<file path="src/rtl/plab4_net_demux_q_pkg.sv">
// Purpose: shared types and constants for the buffered plab4 domain demux.
// Latency: not applicable (types, constants and one helper only).
// Backpressure: not applicable.
package plab4_net_demux_q_pkg;

  // Occupancy state of one per-domain queue
  typedef enum logic [1:0] {
    Q_EMPTY   = 2'd0,
    Q_PARTIAL = 2'd1,
    Q_FULL    = 2'd2
  } q_state_e;

  localparam int DROP_CNT_W = 16;
  localparam logic [DROP_CNT_W-1:0] DROP_CNT_SAT = '1;

  // Increment that sticks at the saturation value instead of wrapping
  function automatic logic [DROP_CNT_W-1:0] drop_sat_inc(input logic [DROP_CNT_W-1:0] v);
    return (v == DROP_CNT_SAT) ? v : v + DROP_CNT_W'(1);
  endfunction

endpackage

</file>
<file path="src/rtl/plab4_net_demux_q_fifo.sv">
// Purpose: single-domain FIFO holding control+data together; head is zeroed when empty.
// Latency: 1 cycle from enqueue edge to head visible on deq_val/deq_*.
// Backpressure: full blocks enqueue; deq_rdy low holds the head, never affects full combinationally.
module plab4_net_demux_q_fifo
  import plab4_net_demux_q_pkg::*;
#(
  parameter int p_msg_cnbits = 32,
  parameter int p_msg_dnbits = 32,
  parameter int p_qdepth     = 2
) (
  input  logic                    clk,
  input  logic                    reset,
  input  logic                    enq_val,
  input  logic [p_msg_cnbits-1:0] enq_control,
  input  logic [p_msg_dnbits-1:0] enq_data,
  output logic                    full,
  output logic                    deq_val,
  input  logic                    deq_rdy,
  output logic [p_msg_cnbits-1:0] deq_control,
  output logic [p_msg_dnbits-1:0] deq_data
);

  localparam int AW = $clog2(p_qdepth);
  localparam int CW = AW + 1;

  typedef struct packed {
    logic [p_msg_cnbits-1:0] control;
    logic [p_msg_dnbits-1:0] data;
  } entry_t;

  entry_t        mem [p_qdepth];
  entry_t        head;
  logic [AW-1:0] rd_ptr;
  logic [AW-1:0] wr_ptr;
  logic [CW-1:0] count;
  logic [CW-1:0] count_next;
  q_state_e      state;
  q_state_e      state_next;
  logic          do_enq;
  logic          do_deq;

  // Next occupancy/state and the zero-on-empty head outputs
  always_comb begin
    do_enq     = enq_val && (state != Q_FULL);
    do_deq     = deq_rdy && (state != Q_EMPTY);
    count_next = count;
    if (do_enq && !do_deq) begin
      count_next = count + CW'(1);
    end else if (!do_enq && do_deq) begin
      count_next = count - CW'(1);
    end
    state_next = Q_PARTIAL;
    if (count_next == '0) begin
      state_next = Q_EMPTY;
    end else if (count_next == CW'(p_qdepth)) begin
      state_next = Q_FULL;
    end
    full        = (state == Q_FULL);
    deq_val     = (state != Q_EMPTY);
    head        = mem[rd_ptr];
    deq_control = deq_val ? head.control : '0;
    deq_data    = deq_val ? head.data    : '0;
  end

  // State, count and pointers; pointers wrap naturally since depth is a power of two
  always_ff @(posedge clk) begin
    if (reset) begin
      state  <= Q_EMPTY;
      count  <= '0;
      rd_ptr <= '0;
      wr_ptr <= '0;
    end else begin
      state <= state_next;
      count <= count_next;
      if (do_enq) wr_ptr <= wr_ptr + AW'(1);
      if (do_deq) rd_ptr <= rd_ptr + AW'(1);
    end
  end

  // Storage write; contents need no reset because empty heads are masked
  always_ff @(posedge clk) begin
    if (do_enq) mem[wr_ptr] <= '{control: enq_control, data: enq_data};
  end

endmodule

</file>
<file path="src/rtl/plab4_net_demux_q.sv">
// Purpose: steer one val/rdy stream into per-domain FIFOs by domain; drop and count bad domains.
// Latency: 1 cycle from input transfer to the message at its domain's output.
// Backpressure: in_rdy follows only the selected FIFO's full flag (1 for bad domains), never out_rdy.
module plab4_net_demux_q
  import plab4_net_demux_q_pkg::*;
#(
  parameter int p_msg_cnbits  = 32,
  parameter int p_msg_dnbits  = 32,
  parameter int p_num_domains = 2,
  parameter int p_dom_nbits   = 1,
  parameter int p_qdepth      = 2
) (
  input  logic                                  clk,
  input  logic                                  reset,
  input  logic [p_dom_nbits-1:0]                domain,
  input  logic                                  in_val,
  output logic                                  in_rdy,
  input  logic [p_msg_cnbits-1:0]               in_msg_control,
  input  logic [p_msg_dnbits-1:0]               in_msg_data,
  output logic [p_num_domains-1:0]              out_val,
  input  logic [p_num_domains-1:0]              out_rdy,
  output logic [p_num_domains*p_msg_cnbits-1:0] out_msg_control,
  output logic [p_num_domains*p_msg_dnbits-1:0] out_msg_data,
  output logic [DROP_CNT_W-1:0]                 drop_count
);

  logic [p_num_domains-1:0] full;
  logic [p_num_domains-1:0] enq_val;
  logic                     dom_hit;
  logic                     drop;

  // Decode domain; an unmatched (out-of-range or unknown) domain is always ready and dropped
  always_comb begin
    in_rdy  = 1'b1;
    enq_val = '0;
    dom_hit = 1'b0;
    for (int d = 0; d < p_num_domains; d++) begin
      if (domain == p_dom_nbits'(d)) begin
        dom_hit    = 1'b1;
        in_rdy     = !full[d];
        enq_val[d] = in_val && !full[d];
      end
    end
    drop = in_val && !dom_hit;
  end

  // Saturating count of discarded messages
  always_ff @(posedge clk) begin
    if (reset) begin
      drop_count <= '0;
    end else if (drop) begin
      drop_count <= drop_sat_inc(drop_count);
    end
  end

  for (genvar d = 0; d < p_num_domains; d++) begin : g_dom
    plab4_net_demux_q_fifo #(
      .p_msg_cnbits (p_msg_cnbits),
      .p_msg_dnbits (p_msg_dnbits),
      .p_qdepth     (p_qdepth)
    ) u_fifo (
      .clk         (clk),
      .reset       (reset),
      .enq_val     (enq_val[d]),
      .enq_control (in_msg_control),
      .enq_data    (in_msg_data),
      .full        (full[d]),
      .deq_val     (out_val[d]),
      .deq_rdy     (out_rdy[d]),
      .deq_control (out_msg_control[d*p_msg_cnbits +: p_msg_cnbits]),
      .deq_data    (out_msg_data[d*p_msg_dnbits +: p_msg_dnbits])
    );
  end

endmodule

</file>
<file path="config.mk">
export PLATFORM = sky130hd
export DESIGN_NAME = plab4_net_demux_q
export DESIGN_NICKNAME = d
export VERILOG_FILES = /design/src/rtl/plab4_net_demux_q_pkg.sv /design/src/rtl/plab4_net_demux_q_fifo.sv /design/src/rtl/plab4_net_demux_q.sv
export SDC_FILE = /design/constraint.sdc
export NUM_CORES = 1
export LEC_CHECK = 0
export ABC_AREA = 1
export BUFFER_PORTS_ARGS = -buffer_cell sky130_fd_sc_hd__buf_4
export CAP_MARGIN = 40
export CORE_ASPECT_RATIO = 0.8
export CORE_MARGIN = 3
export CORE_UTILIZATION = 61
export CTS_BUF_LIST = sky130_fd_sc_hd__clkbuf_4
export DETAILED_ROUTE_END_ITERATION = 12
export PLACE_DENSITY_LB_ADDON = 0.12
export SLEW_MARGIN = 10
export SYNTH_ARGS = -nofsm -noshare
export SYNTH_HDL_FRONTEND = slang
export SYNTH_SLANG_ARGS = --single-unit
</file>
<file path="constraint.sdc">
create_clock -name clk -period 6.7 [get_ports clk]
set_input_delay 0.335 -clock clk [delete_from_list [all_inputs] [get_ports clk]]
set_output_delay 0.335 -clock clk [all_outputs]
set_load 0.02 [all_outputs]
</file>
# --- Word-level counts from Yosys, hierarchy flattened ---
# Memory sizes are Yosys's and may differ from the RTL's. A register that Yosys moved wholly into a read port is not among the register bits.
# Cells that the tools add are included.
# W data, S select, Z words.
word_totals:
  regBits: 12
  mem_count: 2
  elab_cells: 67
  output_inout_bits: 147
  ramBits: 256
op_classes:
  n_eq_ne: 6
  reduce_logical: 22
  addsub: 8
  n_mux: 21
mem_list:
  columns: ["name", "words", "width", "rd", "rd_clocked_by_memory_dff", "write_ports", "line", "text"]
  rows:
  - ["g_dom[0].u_fifo.mem", 2, 64, 1, 1, 1, "plab4_net_demux_q_fifo.sv:31", "entry_t mem [p_qdepth];"]
  - ["g_dom[1].u_fifo.mem", 2, 64, 1, 1, 1, "plab4_net_demux_q_fifo.sv:31", null]
ops:
  columns: ["operator", "n"]
  rows:
  - ["$mux W32", 4]
  - ["$mux W2", 6]
  - ["$mux W1", 11]
  - ["$logic_and A1 B1 Y1", 10]
  - ["$eq A2 B2 Y1 const B", 4]
  - ["$logic_not A1 Y1", 6]
  - ["$add A1 B1 Y1 const B", 4]
  - ["$add A2 B1 Y2 const B", 2]
  - ["$logic_not A2 Y1", 2]
  - ["$ne A2 B2 Y1 const B", 2]
  - ["$reduce_bool A2 Y1", 2]
  - ["$reduce_or A2 Y1", 2]
  - ["$sub A2 B1 Y2 const B", 2]

# --- Longest topological paths before layout ---
# Gate-level depths: netlist of the first run.
depth:
  ltp_word: 11
  depth_mapped: 8
  mapped_depth_nobuf: 8

# --- By module ---
# Synthesis of the first run repeated with hierarchy kept, for this count alone.
unflattened:
  hier_cells: 805
  area_unflattened_um2: 10341.2
modules_own_cells:
  columns: ["mod", "area_per_inst_um2", "n_inst", "cells_per_inst"]
  rows:
  - ["plab4_net_demux_q_fifo", 5088.6, 2, 389]
  - ["plab4_net_demux_q", 163.9, 1, 27]

# --- Worst setup path before layout of the first run ---
# Ideal clock, no wire load.
synth_timing:
  kind: "register to register"
  start: "register g_dom[1].u_fifo.state[0]"
  end: "memory g_dom[1].u_fifo.mem[0][0] (netlist name) (enable)"
  arrival_ns: 3.291
  path_slack_ns: 2.923
  stages_incl_launch_ff: 5
  path_cell_list: "dfxtp_1 -> inv_1 -> nand2_1 -> nand3_4 -> nor2_1"
synth_between:
  elab_chain_len: 7
  elab_cells_between_ends: 8
  cone_classes: "2 x eq/ne; 3 x mux; 3 x reduce/logical"
synth_rtl:
  columns: ["item", "line", "text"]
  rows:
  - ["from (decl)", "plab4_net_demux_q_fifo.sv:37", "q_state_e state;"]
  - ["from (signal assigned)", "plab4_net_demux_q_fifo.sv:73", "state <= state_next;"]
  - ["$eq A2 B2 Y1", "plab4_net_demux_q_fifo.sv:58", "full = (state == Q_FULL);"]
  - ["$logic_not A1 Y1", "plab4_net_demux_q.sv:41", "enq_val[d] = in_val && !full[d];"]
  - ["$logic_and A1 B1 Y1", "plab4_net_demux_q.sv:41", null]
  - ["$mux W1", "plab4_net_demux_q.sv:38", "if (domain == p_dom_nbits'(d)) begin"]
  - ["$logic_and A1 B1 Y1 *", "plab4_net_demux_q_fifo.sv:44", "do_enq = enq_val && (state != Q_FULL);"]
  - ["$mux W1 *", "plab4_net_demux_q_fifo.sv:82", "if (do_enq) mem[wr_ptr] <= '{control: enq_control, data: enq_data};"]
  - ["$mux W1 (implied by the code) *", "plab4_net_demux_q_fifo.sv:82", null]
  - ["to (decl)", "plab4_net_demux_q_fifo.sv:31", null]
# Every way passes the cells marked *; elsewhere a longest branch is shown, timed or not.

# --- Worst setup path in the final report of the first run ---
layout_timing:
  start: "register g_dom[1].u_fifo.state[1]"
  end: "output port out_msg_control[63]"
layout_between:
  elab_chain_len: 2
layout_rtl:
  columns: ["item", "line", "text"]
  rows:
  - ["$reduce_bool A2 Y1", "plab4_net_demux_q_fifo.sv:59", "deq_val = (state != Q_EMPTY);"]
  - ["$mux W32", "plab4_net_demux_q_fifo.sv:61", "deq_control = deq_val ? head.control : '0;"]
  - ["to (decl)", "plab4_net_demux_q.sv:22", "output logic [p_num_domains*p_msg_cnbits-1:0] out_msg_control,"]
# Every way passes these cells.

==> results.txt, run 1 <==
----------------------------------------------------
[Drt]
  Detailed-route vias per instance ... 5.22
  Number of detailed-routing iterations run before antenna repair ... 5
  Antenna-violating nets left ... 0
  Mean routed wirelength per cell ... 17.7 µm
  Final routed wirelength across all metal layers ... 24000 µm
  Number of DRC violations after detailed-routing iteration 0 ... 464
  Total number of vias ... a little over 7000
  Drc violations ... 0

[STA]
  Headroom to the max-slew limit ... a little under half
  Period utilisation layout ... 42.2%
  Final critical-path setup slack ... 3870 ps
  Final-report hold violation count ... 0
  Actual slew at the worst max-slew pin ... approximately 810 ps
  Total Neg Setup Slack ... 0 ps
  Post-route worst hold slack ... roughly 95 ps
  Time the final worst path needs with I/O delays and setup ... 2830 ps
  Total count of max-transition violations in the final report ... 0
  Setup violation total in the final timing report ... 0
  Setup repair after global routing missed its margin ... false
  Top achievable clock speed ... 353 MHz
  Worst clock skew ... ~24 ps

[Placed design]
  Final weighted congestion of routability-driven global placement ... 0.799
  Pre-CTS setup slack ... 4470 ps
  Buffers on Ports ... 200
  Hpwl dp ... 14000 µm

[Synthesis]
  Number of flops mapped to enable cells by yosys ... 256
  Most frequently used cell type in the post-synthesis netlist ... nand2_1
  Post-synthesis sequential area ratio ... 76.7%
  Top cells by area, synth ... edfxtp_1 74%, nand2_1 9.9%, a21oi_1 6.6%
  Number of instances in the synthesized netlist ... 796
  Primary flip-flop cell chosen by synthesis mapping ... edfxtp_1
  Cell area after synthesis ... around 10000 µm²
  Cell taking the most area after synthesis ... edfxtp_1
  Avg Inst Size Synth ... 13.1 µm²
  Distinct cells, synth ... 23
  Post-synthesis sequential element count ... 270
  Warnings from Yosys ... 0
  Top cell type's share of synthesized area ... 74.0%
  Leading post-synthesis cells by instance count ... 273 x nand2_1, 256 x edfxtp_1, 136 x a21oi_1
  Fraction of registers with async set/reset ... 0%

[Clock tree]
  # clock sinks ... 270
  TritonCTS clock tree ... built
  Resized cells post-CTS ... 0
  Worst-Skew Late Latency ... around 650 ps
  Clk root buf ... clkbuf_4
  H-tree depth reported by CTS ... 2
  Clock-pin transition on the worst setup and hold timing paths ... 70 ps
  Num CTS Buffers ... 61
  Deepest clock path buffer count ... 3

[Cells and area]
  Net count reported at finish ... between 1000 and 1500
  Antenna fix cells ... 0
  Number of filler cells placed in the layout ... between 900 and 1000
  Share of cells above drive strength 1 ... 29.8%
  P&R area growth vs syn ... 29.5%

[Power]
  Tot Pwr ... 4.57 mW
  Cell Pwr Density ... ~340 nW/µm²
  Leakage ... 5.33 nW
  Worst ir drop on vdd ... between 0.2 and 0.25 mV

[Global route]
  All-Layer GR Usage ... between 20% and 30%
  Number of global-route vias before repair ... 6974
  Wire length of the first global-routing pass ... 36300 µm
  Leftover overflow at the end of global routing ... 0
  Number of antenna violations at the first check in global routing ... 0
  Pin count of the biggest net entering global routing ... 66

[Worst setup path]
  Crit Path Category ... reg -> out
  Required time worst endpoint ... 6360 ps
  Startpoint types ... flop
  Cell depth of the worst flop-to-flop path ... 6
  Type of element capturing the critical path ... output pin
  Worst Path Arrival ... 2490 ps
  Largest fanout of any net on the critical path ... 45

[Floorplanning]
  Number of standard-cell rows in the floorplan ... 42
  Total I/O pin count ... 217
  Starting density of the core ... 62.6%
  Vert. Die Dim ... approximately 120 µm
  Total Die Area ... between 15000 and 20000 µm²
  Floorplan Core Area ... 16600 µm²
  X dimension of the die ... about 150 µm

[Worst hold path]
  Type of the most critical hold path ... in -> reg
  Hold Crit Depth ... 4

[Status]
  Run status ... completed

[Run]
  Max-Cap Viols ... 0

----------------------------------------------------
## worst paths after layout
check,startpoint,slack [ps],endpoint
worst max-delay path,g_dom[1].u_fifo.state[1]$_SDFF_PP0_,3870,out_msg_control[63]
worst min-delay path,out_rdy[0],100,g_dom[0].u_fifo.rd_ptr$_SDFFE_PP0P_
worst max register to register,g_dom[0].u_fifo.state[0]$_SDFF_PP0_,4490,g_dom[0].u_fifo.mem[1][24]$_DFFE_PP_
worst min register to register,g_dom[0].u_fifo.rd_ptr$_SDFFE_PP0P_,450,flop
## metal layers
metal  up-vias  global-route usage (%)  part of all wire [%]  wire, µm
met5         -                       0                     0         0
met3        44                    6.87                   9.2      2220
met1      3345                    33.8                    41      9810
met4         0                    9.49                   2.2       523
met2       317                    39.8                    48     11500
li1       3371                       -                     -         -
## area by class of cell
type / count / area [µm²] / area share, %
Clock buffer: 93 / 698 / 5.19
Clock inverter: 11 / 42.5 / 0.316
Inverter: 20 / 75.1 / 0.558
Multi-Input combinational cell: 463 / 2080 / 15.5
Sequential cell: 270 / 7970 / 59.2
Tap cell: 220 / 275 / 2.05
Timing Repair Buffer: 278 / 2310 / 17.2
## power breakdown
| group | total, mW | switching (mW) | internal (mW) |
|---|---|---|---|
| registers | 1.99 | 0.0346 | 1.96 |
| logic | 1.38 | 0.911 | 0.466 |
| clock network | 1.20 | 0.578 | 0.625 |
| total | 4.57 | 1.52 | 3.05 |
## logic make-up after synthesis
kind of cell,synth area share [%]
compound gates,6.74
other cells,0.0361
flops,76.7
buf+inv,4.19
simple gates,12.0
xor+xnor,0.313
## sequential cells by signal, summed over array words and instances, names as in the netlist, named ones only
signal,count
g_dom.u_fifo.state,4
g_dom.u_fifo.count,4
g_dom.u_fifo.wr_ptr,2
g_dom.u_fifo.rd_ptr,2
g_dom.u_fifo.mem,256
## critical path, cell delays in order (launching register included)
cell and delay, ps:
dfxtp_1 350, nor2_4 490, buf_4 620, a21oi_1 180, buf_4 210
## layout by cell type (no fill, tap or decap), types with 6 or more instances in the layout
master	instances
nand2_1	273
edfxtp_1	256
buf_4	209
a21oi_1	136
clkbuf_4	93
dlygate4sd3_1	65
conb_1	16
inv_1	14
dfxtp_1	12
clkinv_1	9
inv_2	7
nor2_4	7
nor2_1	6
## through the flow
stage | cells | util (%) | cell area, µm²
2_1_floorplan | 811 | - | 10400
3_3_place_gp | 1182 | 72.1 | 12000
3_5_place_dp | 1186 | 72.6 | 12100
4_1_cts | 1355 | 81.0 | 13500
5_1_grt | 1355 | 81.0 | 13500
6_report | 1355 | 81.0 | 13500
## what timing repair did
action | in CTS | in global routing
hold buffers | 65 | 0
buffers inserted | 0 | 0
endpoints found under the hold margin | 260 | 0
(Power assumes the default switching activity.)
==> run 2: changes to the inputs <==
--- a/config.mk
+++ b/config.mk
@@ -10,7 +10,7 @@
 export CAP_MARGIN = 40
 export CORE_ASPECT_RATIO = 0.8
 export CORE_MARGIN = 3
-export CORE_UTILIZATION = 61
+export CORE_UTILIZATION = 51
 export CTS_BUF_LIST = sky130_fd_sc_hd__clkbuf_4
 export DETAILED_ROUTE_END_ITERATION = 12
 export PLACE_DENSITY_LB_ADDON = 0.12
==> constraint.sdc (replaced) <==
create_clock -name clk -period 2.6 [get_ports clk]
set_input_delay 0.13 -clock clk [delete_from_list [all_inputs] [get_ports clk]]
set_output_delay 0.13 -clock clk [all_outputs]
set_load 0.02 [all_outputs]
==> run 2 against run 1 <==
Net effect: wire length is essentially flat; total power rose to 2.7 times the previous value; global-route usage is 3.1 points lower; via count is 0.68% lower; combinational power rose to 2.6 times the previous value; clock skew grew 9.4 ps; clock power grew to 3.0 times the previous value; cell count increased by 5.2%; count of clock-buffer cells in the layout grew 7; register-to-register slack worse by 3700 ps; setup slack lost 3600 ps; utilization fell by 12 points; highest routed layer unchanged.
==> results.txt, run 2 (synthesis gave the netlist of run 1 again) <==
----------------------------------------------------
[Worst setup path]
  Startpoint types ... flop
  Most frequent cell on the critical path ... buf_4
  Largest fanout of any net on the critical path ... 64 (+42%)
  Top Family by Delay on Critical Path ... buffers and inverters
  CP peak stage delay ... 590 ps (-30 ps)
  Required time worst endpoint ... 2470 ps (-3890 ps)
  Type of element capturing the critical path ... output pin
  Critical path cell sequence ... buf_4, nand2_1, a21oi_1, buf_4
  Crit Path Category ... reg -> out
  Worst Path Arrival ... 2200 ps (-290 ps)
  Crit path buf inv count ... 2 (unchanged)
  Standard cell with the maximum stage delay on the critical path ... buf_4

[Cells and area]
  Net count reported at finish ... 1183 (+1.6%)
  P&R area growth vs syn ... 31.9%
  Share of cells above drive strength 1 ... 30.6% (+0.77 points)
  Number of flip-flops under the largest register name ... 256 (unchanged)
  Most used cells in the layout excluding fill and tap cells ... 273 x nand2_1, 256 x edfxtp_1, 218 x buf_4
  Most common cell after layout, fill and taps aside ... nand2_1
  Regs by FF count ... g_dom.u_fifo.mem: 256 flops, g_dom.u_fifo.count: 4 flops, g_dom.u_fifo.state: 4 flops
  Area of all placed cells without fillers ... 13700 µm² (+1.9%)
  Number of filler cells placed in the layout ... 1431 (+50%)
  Largest register by flop count ... g_dom.u_fifo.mem
  Antenna fix cells ... 0 (unchanged)

[Power]
  Pint ... 8.23 mW (+170%)
  Leakage ... 5.44 nW (+2.1%)
  Power share of the sequential group ... 41.9% (-1.7 points)
  Fraction of power spent switching nets ... 32.8% (-0.51 points)
  Clock Power Share ... 29.1% (+2.8 points)
  Combinational cell fraction of total power ... 29.0% (-1.1 points)
  Sw power ... 4.02 mW (+160%)
  Worst ir drop on vdd ... 0.473 mV (+110%)
  Cell Pwr Density ... 894 nW/µm² (+160%)

[STA]
  Setup repair after global routing missed its margin ... false
  Setup violation total in the final timing report ... 0 (unchanged)
  Worst clock skew ... 33.5 ps (+9.38 ps)
  Headroom to the max-slew limit ... 49.5% (+3.5 points)
  Total Neg Setup Slack ... 0 ps (unchanged)
  Actual slew at the worst max-slew pin ... 757 ps (-52.7 ps)
  Period utilisation layout ... 89.7%
  Top achievable clock speed ... 429 MHz
  Time the final worst path needs with I/O delays and setup ... between 2000 and 2500 ps
  Total count of max-transition violations in the final report ... 0 (unchanged)
  Final-report hold violation count ... 0 (unchanged)

[Worst hold path]
  Type of the most critical hold path ... in -> reg

[Floorplanning]
  Total I/O pin count ... 217 (unchanged)
  Floorplan Core Area ... 19900 µm² (+20%)
  Starting density of the core ... 52.2% (-10 points)
  X dimension of the die ... 166 µm (+9.0%)
  Vert. Die Dim ... 134 µm (+8.9%)
  Number of standard-cell rows in the floorplan ... 46 (+9.5%)
  Total Die Area ... 22100 µm² (+19%)

[Clock tree]
  # clock sinks ... 270 (unchanged)
  Resized cells post-CTS ... 0 (unchanged)
  Clock-pin transition on the worst setup and hold timing paths ... 70 ps (about the same)
  Deepest clock path buffer count ... 3 (unchanged)
  Clk root buf ... clkbuf_4
  TritonCTS clock tree ... built
  Setup fix buffers added after clock tree synthesis ... 0 (unchanged)
  H-tree depth reported by CTS ... 3 (+1)
  Num CTS Buffers ... 68 (+11%)
  Worst-Skew Late Latency ... 640 ps (about the same)

[Drt]
  Highest signal layer in the routed design ... met4
  Detailed-route vias per instance ... 4.93 (-5.6%)
  Final routed wirelength across all metal layers ... 24000 µm (about the same)
  Mean routed wirelength per cell ... 16.9 µm (-4.9%)
  Number of DRC violations after detailed-routing iteration 0 ... 412 (-11%)
  Routed wire length on met2 ... 11200 µm (-2.0%)
  WL met3 ... 2060 µm (-7.2%)
  Antenna-violating nets left ... 0 (unchanged)
  Drc violations ... 0 (unchanged)
  Total number of vias ... 7029 (-0.68%)
  Routed length on met1 ... 10400 µm (+6.2%)
  Number of detailed-routing iterations run before antenna repair ... 5 (unchanged)

[Status]
  Run status ... completed

[Global route]
  Leftover overflow at the end of global routing ... 0 (unchanged)
  Wire length of the first global-routing pass ... 36900 µm (+1.7%)
  Number of antenna violations at the first check in global routing ... 0 (unchanged)
  Pin count of the biggest net entering global routing ... 65 (-1.5%)
  All-Layer GR Usage ... 22.0% (-3.1 points)
  Number of global-route vias before repair ... 6976 (+0.029%)

[Placed design]
  Hpwl dp ... 14500 µm (+3.3%)
  Final weighted congestion of routability-driven global placement ... 0.754 (-5.7%)
  Buffers on Ports ... 200 (unchanged)
  Cell area after placement ... 12100 µm² (+0.46%)

[Run]
  Max-Cap Viols ... 0 (unchanged)

----------------------------------------------------
[run 2: cell count changes in the layout (fill, tap and decap cells not counted), sizes merged]
cell / before / now
bufinv: 0 / 2
buf: 213 / 219
inv: 21 / 23
clkinv: 10 / 14
dlygate4sd3: 65 / 71
clkbuf: 93 / 100
[run 2: timing repair]
| action | CTS | global route |
|---|---|---|
| endpoints found under the hold margin | 270 | 0 |
| hold buffers | 71 | 0 |
| endpoints found under the setup margin | 0 | 0 |
[run 2: worst reg2reg max path, delay by kind of cell (launching register included)]
family / cells / cell delay [ps]
buf+inv: 2 / 600
simple gates: 5 / 590
flops: 1 / 360
xor+xnor: 1 / 160
[run 2: per-stage QoR]
step / instances / util (%) / total power, mW / hold WS (ps) / setup WS, ps
after floorplan: 811 / - / 7.30 / 201 / -105
after global placement: 1236 / 60.8 / 8.70 / 333 / 891
after detailed placement: 1236 / 60.8 / 8.71 / 331 / 858
after CTS: 1426 / 68.8 / 12.4 / 161 / 231
after global routing: 1426 / 68.8 / 12.9 / 166 / 83.7
final: 1426 / 68.8 / 12.3 / 231 / 269
[run 2: final timing paths]
check                                                          from                              endpoint  slack [ps]  cells after the start
worst min register to register  g_dom[0].u_fifo.rd_ptr$_SDFFE_PP0P_   g_dom[0].u_fifo.rd_ptr$_SDFFE_PP0P_         450                      1
worst min-delay path                                in_msg_data[14]  g_dom[1].u_fifo.mem[1][14]$_DFFE_PP_         230                      2
worst max register to register  g_dom[1].u_fifo.state[1]$_SDFF_PP0_   g_dom[1].u_fifo.state[0]$_SDFF_PP0_         770                      8
worst max-delay path                                           flop                   out_msg_control[11]         270                      4
[run 2: layout make-up]
type / count / area [µm²] / area share (%)
Inverter: 20 / 75.1 / 0.548
Multi-Input combinational cell: 463 / 2080 / 15.2
Timing Repair Buffer: 290 / 2370 / 17.3
Clock inverter: 19 / 125 / 0.913
Sequential cell: 270 / 7970 / 58.2
Clock buffer: 100 / 751 / 5.48
Tap cell: 264 / 330 / 2.41
[run 2: power groups by stage]
stage	Combinational [mW]	Clock, mW	Sequential, mW
finish	3.56	3.57	5.13
global route	3.85	3.91	5.15
CTS	3.60	3.67	5.13
detailed placement	3.49	0	5.23
global placement	3.48	0	5.22
floorplan	2.09	0	5.21
[run 2: metal layers]
metal,GRT usage (%),vias to the layer above
met3,7.15,26
li1,-,3404
met4,6.37,0
met2,34.4,247
met5,0,-
met1,29.7,3352
==> run 3: changes to the inputs <==
==> constraint.sdc (replaced) <==
create_clock -name clk -period 2.6 [get_ports clk]
set_input_delay 0.26 -clock clk [delete_from_list [all_inputs] [get_ports clk]]
set_output_delay 0.26 -clock clk [all_outputs]
set_load 0.02 [all_outputs]
==> run 3 against run 2 <==
Net effect: combinational power hardly changed; critical path type unchanged; die area stayed put; global-route usage is 0.54 points lower; maximum frequency is 1.7% lower; via count is 0.50% higher; critical endpoint is now out_msg_data[6]; utilization is 0.68 points lower; clock power is 11% lower; highest routed layer unchanged; sequential cell count stayed put; largest cell class unchanged; cell area is 0.99% lower; cell count is 1.5% lower; sequential power hardly changed; count of clock-buffer cells in the layout is 12 lower.
==> results.txt, run 3 (synthesis gave the netlist of run 1 again) <==
----------------------------------------------------
[Cells and area]
  Number of filler cells placed in the layout ... 1442 (+0.77%)
  P&R area growth vs syn ... 30.6%
  Most common cell after layout, fill and taps aside ... nand2_1
  Number of flip-flops under the largest register name ... 256 (unchanged)
  Net count reported at finish ... 1177 (-0.51%)
  Largest register by flop count ... g_dom.u_fifo.mem
  Regs by FF count ... g_dom.u_fifo.mem: 256 flops, g_dom.u_fifo.count: 4 flops, g_dom.u_fifo.state: 4 flops
  Multi-input gate area ... 2080 µm² (unchanged)
  Area occupied by registers ... 7970 µm² (unchanged)
  Antenna fix cells ... 0 (unchanged)
  Share of cells above drive strength 1 ... 29.8% (-0.73 points)
  Most used cells in the layout excluding fill and tap cells ... 273 x nand2_1, 256 x edfxtp_1, 209 x buf_4
  Area of all placed cells without fillers ... 13600 µm² (-0.99%)

[Clock tree]
  Worst-Skew Late Latency ... 630 ps (about the same)
  H-tree depth reported by CTS ... 3 (unchanged)
  Clk root buf ... clkbuf_4
  Deepest clock path buffer count ... 3 (unchanged)
  TritonCTS clock tree ... built
  Num CTS Buffers ... 68 (unchanged)
  Setup fix buffers added after clock tree synthesis ... 0 (unchanged)
  # clock sinks ... 270 (unchanged)
  Clock-pin transition on the worst setup and hold timing paths ... 70 ps (about the same)

[Floorplanning]
  Starting density of the core ... 52.2% (unchanged)
  Total Die Area ... 22100 µm² (unchanged)
  Total I/O pin count ... 217 (unchanged)
  Vert. Die Dim ... 134 µm (unchanged)
  Number of standard-cell rows in the floorplan ... 46 (unchanged)
  Floorplan Core Area ... 19900 µm² (unchanged)
  X dimension of the die ... 166 µm (unchanged)

[Placed design]
  Buffers on Ports ... 200 (unchanged)
  Pre-CTS setup slack ... 790 ps (-68.1 ps)
  Hpwl dp ... 14200 µm (-2.1%)
  Final weighted congestion of routability-driven global placement ... 0.751 (-0.33%)
  Cell area after placement ... 12100 µm² (+0.12%)

[Worst setup path]
  Standard cell with the maximum stage delay on the critical path ... inv_2
  Top Family by Delay on Critical Path ... buffers and inverters
  Worst r2r src ... g_dom[0].u_fifo.state[0]$_SDFF_PP0_
  Worst Path Arrival ... 2110 ps (-90 ps)
  Crit path buf inv count ... 3 (+1)
  Largest fanout of any net on the critical path ... 27 (-58%)
  Critical path cell sequence ... inv_2, buf_12, nand2_1, a21oi_1, buf_4
  Startpoint types ... flop
  CP peak stage delay ... 380 ps (-210 ps)
  Type of element capturing the critical path ... output pin
  Crit Path Category ... reg -> out
  Required time worst endpoint ... 2340 ps (-130 ps)

[Global route]
  Leftover overflow at the end of global routing ... 0 (unchanged)
  Wire length of the first global-routing pass ... 36300 µm (-1.8%)
  Met3 Use GR ... 6.87% (-0.28 points)
  Pin count of the biggest net entering global routing ... 66 (+1.5%)
  Number of global-route vias before repair ... 6928 (-0.69%)
  Global-route met2 utilization ... 31.9% (-2.5 points)
  All-Layer GR Usage ... 21.4% (-0.54 points)
  Number of antenna violations at the first check in global routing ... 0 (unchanged)
  GR Util met1 ... 29.5% (-0.16 points)
  Most heavily used metal layer in global routing ... met2

[Drt]
  Antenna-violating nets left ... 0 (unchanged)
  Number of detailed-routing iterations run before antenna repair ... 5 (unchanged)
  Detailed-route vias per instance ... 5.03 (+2.1%)
  Final routed wirelength across all metal layers ... 23500 µm (-2.1%)
  Total number of vias ... 7064 (+0.50%)
  Drc violations ... 0 (unchanged)
  Number of DRC violations after detailed-routing iteration 0 ... 458 (+11%)
  Mean routed wirelength per cell ... 16.8 µm (-0.52%)

[STA]
  Total count of max-transition violations in the final report ... 0 (unchanged)
  Post-route worst hold slack ... 52.0 ps (-179 ps)
  Actual slew at the worst max-slew pin ... 562 ps (-196 ps)
  Time the final worst path needs with I/O delays and setup ... 2370 ps (+40.9 ps)
  Headroom to the max-slew limit ... 62.6% (+13 points)
  Period utilisation layout ... 91.2% (+1.6 points)
  Total Neg Setup Slack ... 0 ps (unchanged)
  Setup repair after global routing missed its margin ... false
  Setup violation total in the final timing report ... 0 (unchanged)
  Final-report hold violation count ... 0 (unchanged)
  Worst clock skew ... 34.6 ps (+1.06 ps)
  Final critical-path setup slack ... 228 ps (-40.9 ps)
  Top achievable clock speed ... 422 MHz (-1.7%)

[Power]
  Fraction of power spent switching nets ... 33.0% (+0.23 points)
  Leakage ... 5.36 nW (-1.4%)
  Power share of the sequential group ... 43.2% (+1.3 points)
  Worst ir drop on vdd ... 0.611 mV (+29%)
  Cell Pwr Density ... 875 nW/µm² (-2.2%)
  Pint ... 7.95 mW (-3.4%)
  Sw power ... 3.92 mW (-2.5%)
  Clock Power Share ... 26.7% (-2.4 points)
  Combinational cell fraction of total power ... 30.1% (+1.1 points)

[Worst hold path]
  Source of the worst hold timing path ... out_rdy[1]
  Type of the most critical hold path ... in -> reg

[Status]
  Run status ... completed

[Run]
  Max-Cap Viols ... 0 (unchanged)

----------------------------------------------------
run 3: cell count changes in the layout (fill, tap and decap cells not counted), sizes merged:
cell / previous run / this run
clkinv: 14 / 10
buf: 219 / 216
bufinv: 2 / 1
clkbuf: 100 / 88
inv: 23 / 24
dlygate4sd3: 71 / 68
run 3: final timing paths:
path         slack (ps)  cells after the start                                   end
max                 230                      5                       out_msg_data[6]
min                  50                      4                                  flop
min reg2reg         450                      1   g_dom[0].u_fifo.rd_ptr$_SDFFE_PP0P_
max reg2reg         790                      5  g_dom[0].u_fifo.mem[1][37]$_DFFE_PP_
run 3: what timing repair did:
action                     in CTS  in global routing
setup endpoints to repair       0                  3
hold buffers                   68                  0
hold endpoints to repair      267                  0
gates resized for setup         0                  3
run 3: metal layers:
layer | routed length, µm | vias up
met1 | 10200 | 3344
met2 | 10600 | 287
met3 | 2170 | 49
met5 | 0 | -
li1 | - | 3384
met4 | 523 | 0
run 3: area by class of cell:
cell class / count / share of cell area (%)
clock buffers: 88 / 4.87
clock inverters: 15 / 0.618
inverters: 20 / 0.553
multi-input cells: 463 / 15.4
flip-flops and latches: 270 / 58.7
well taps: 264 / 2.43
repair buffers: 284 / 17.4
run 3: worst register-to-register path: cells and delay by family, from the launching register on:
kind | cells | cell delay, ps
simple gates | 3 | 690
flops | 1 | 370
buf+inv | 2 | 390
run 3: power groups by stage:
stage          combinational, mW  clock (mW)  sequential [mW]
4_1_cts                     3.60        3.27             5.13
2_1_floorplan               2.09           0             5.21
3_5_place_dp                3.51           0             5.22
5_1_grt                     3.84        3.50             5.15
3_3_place_gp                3.50           0             5.22
6_report                    3.57        3.17             5.13
run 3: through the flow:
stage                     cells  total power [mW]  utilization (%)
after floorplan             811              7.30                -
after global placement     1233              8.71             60.9
after detailed placement   1233              8.73             60.9
after CTS                  1404              12.0             68.1
after global routing       1404              12.5             68.1
final                      1404              11.9             68.1
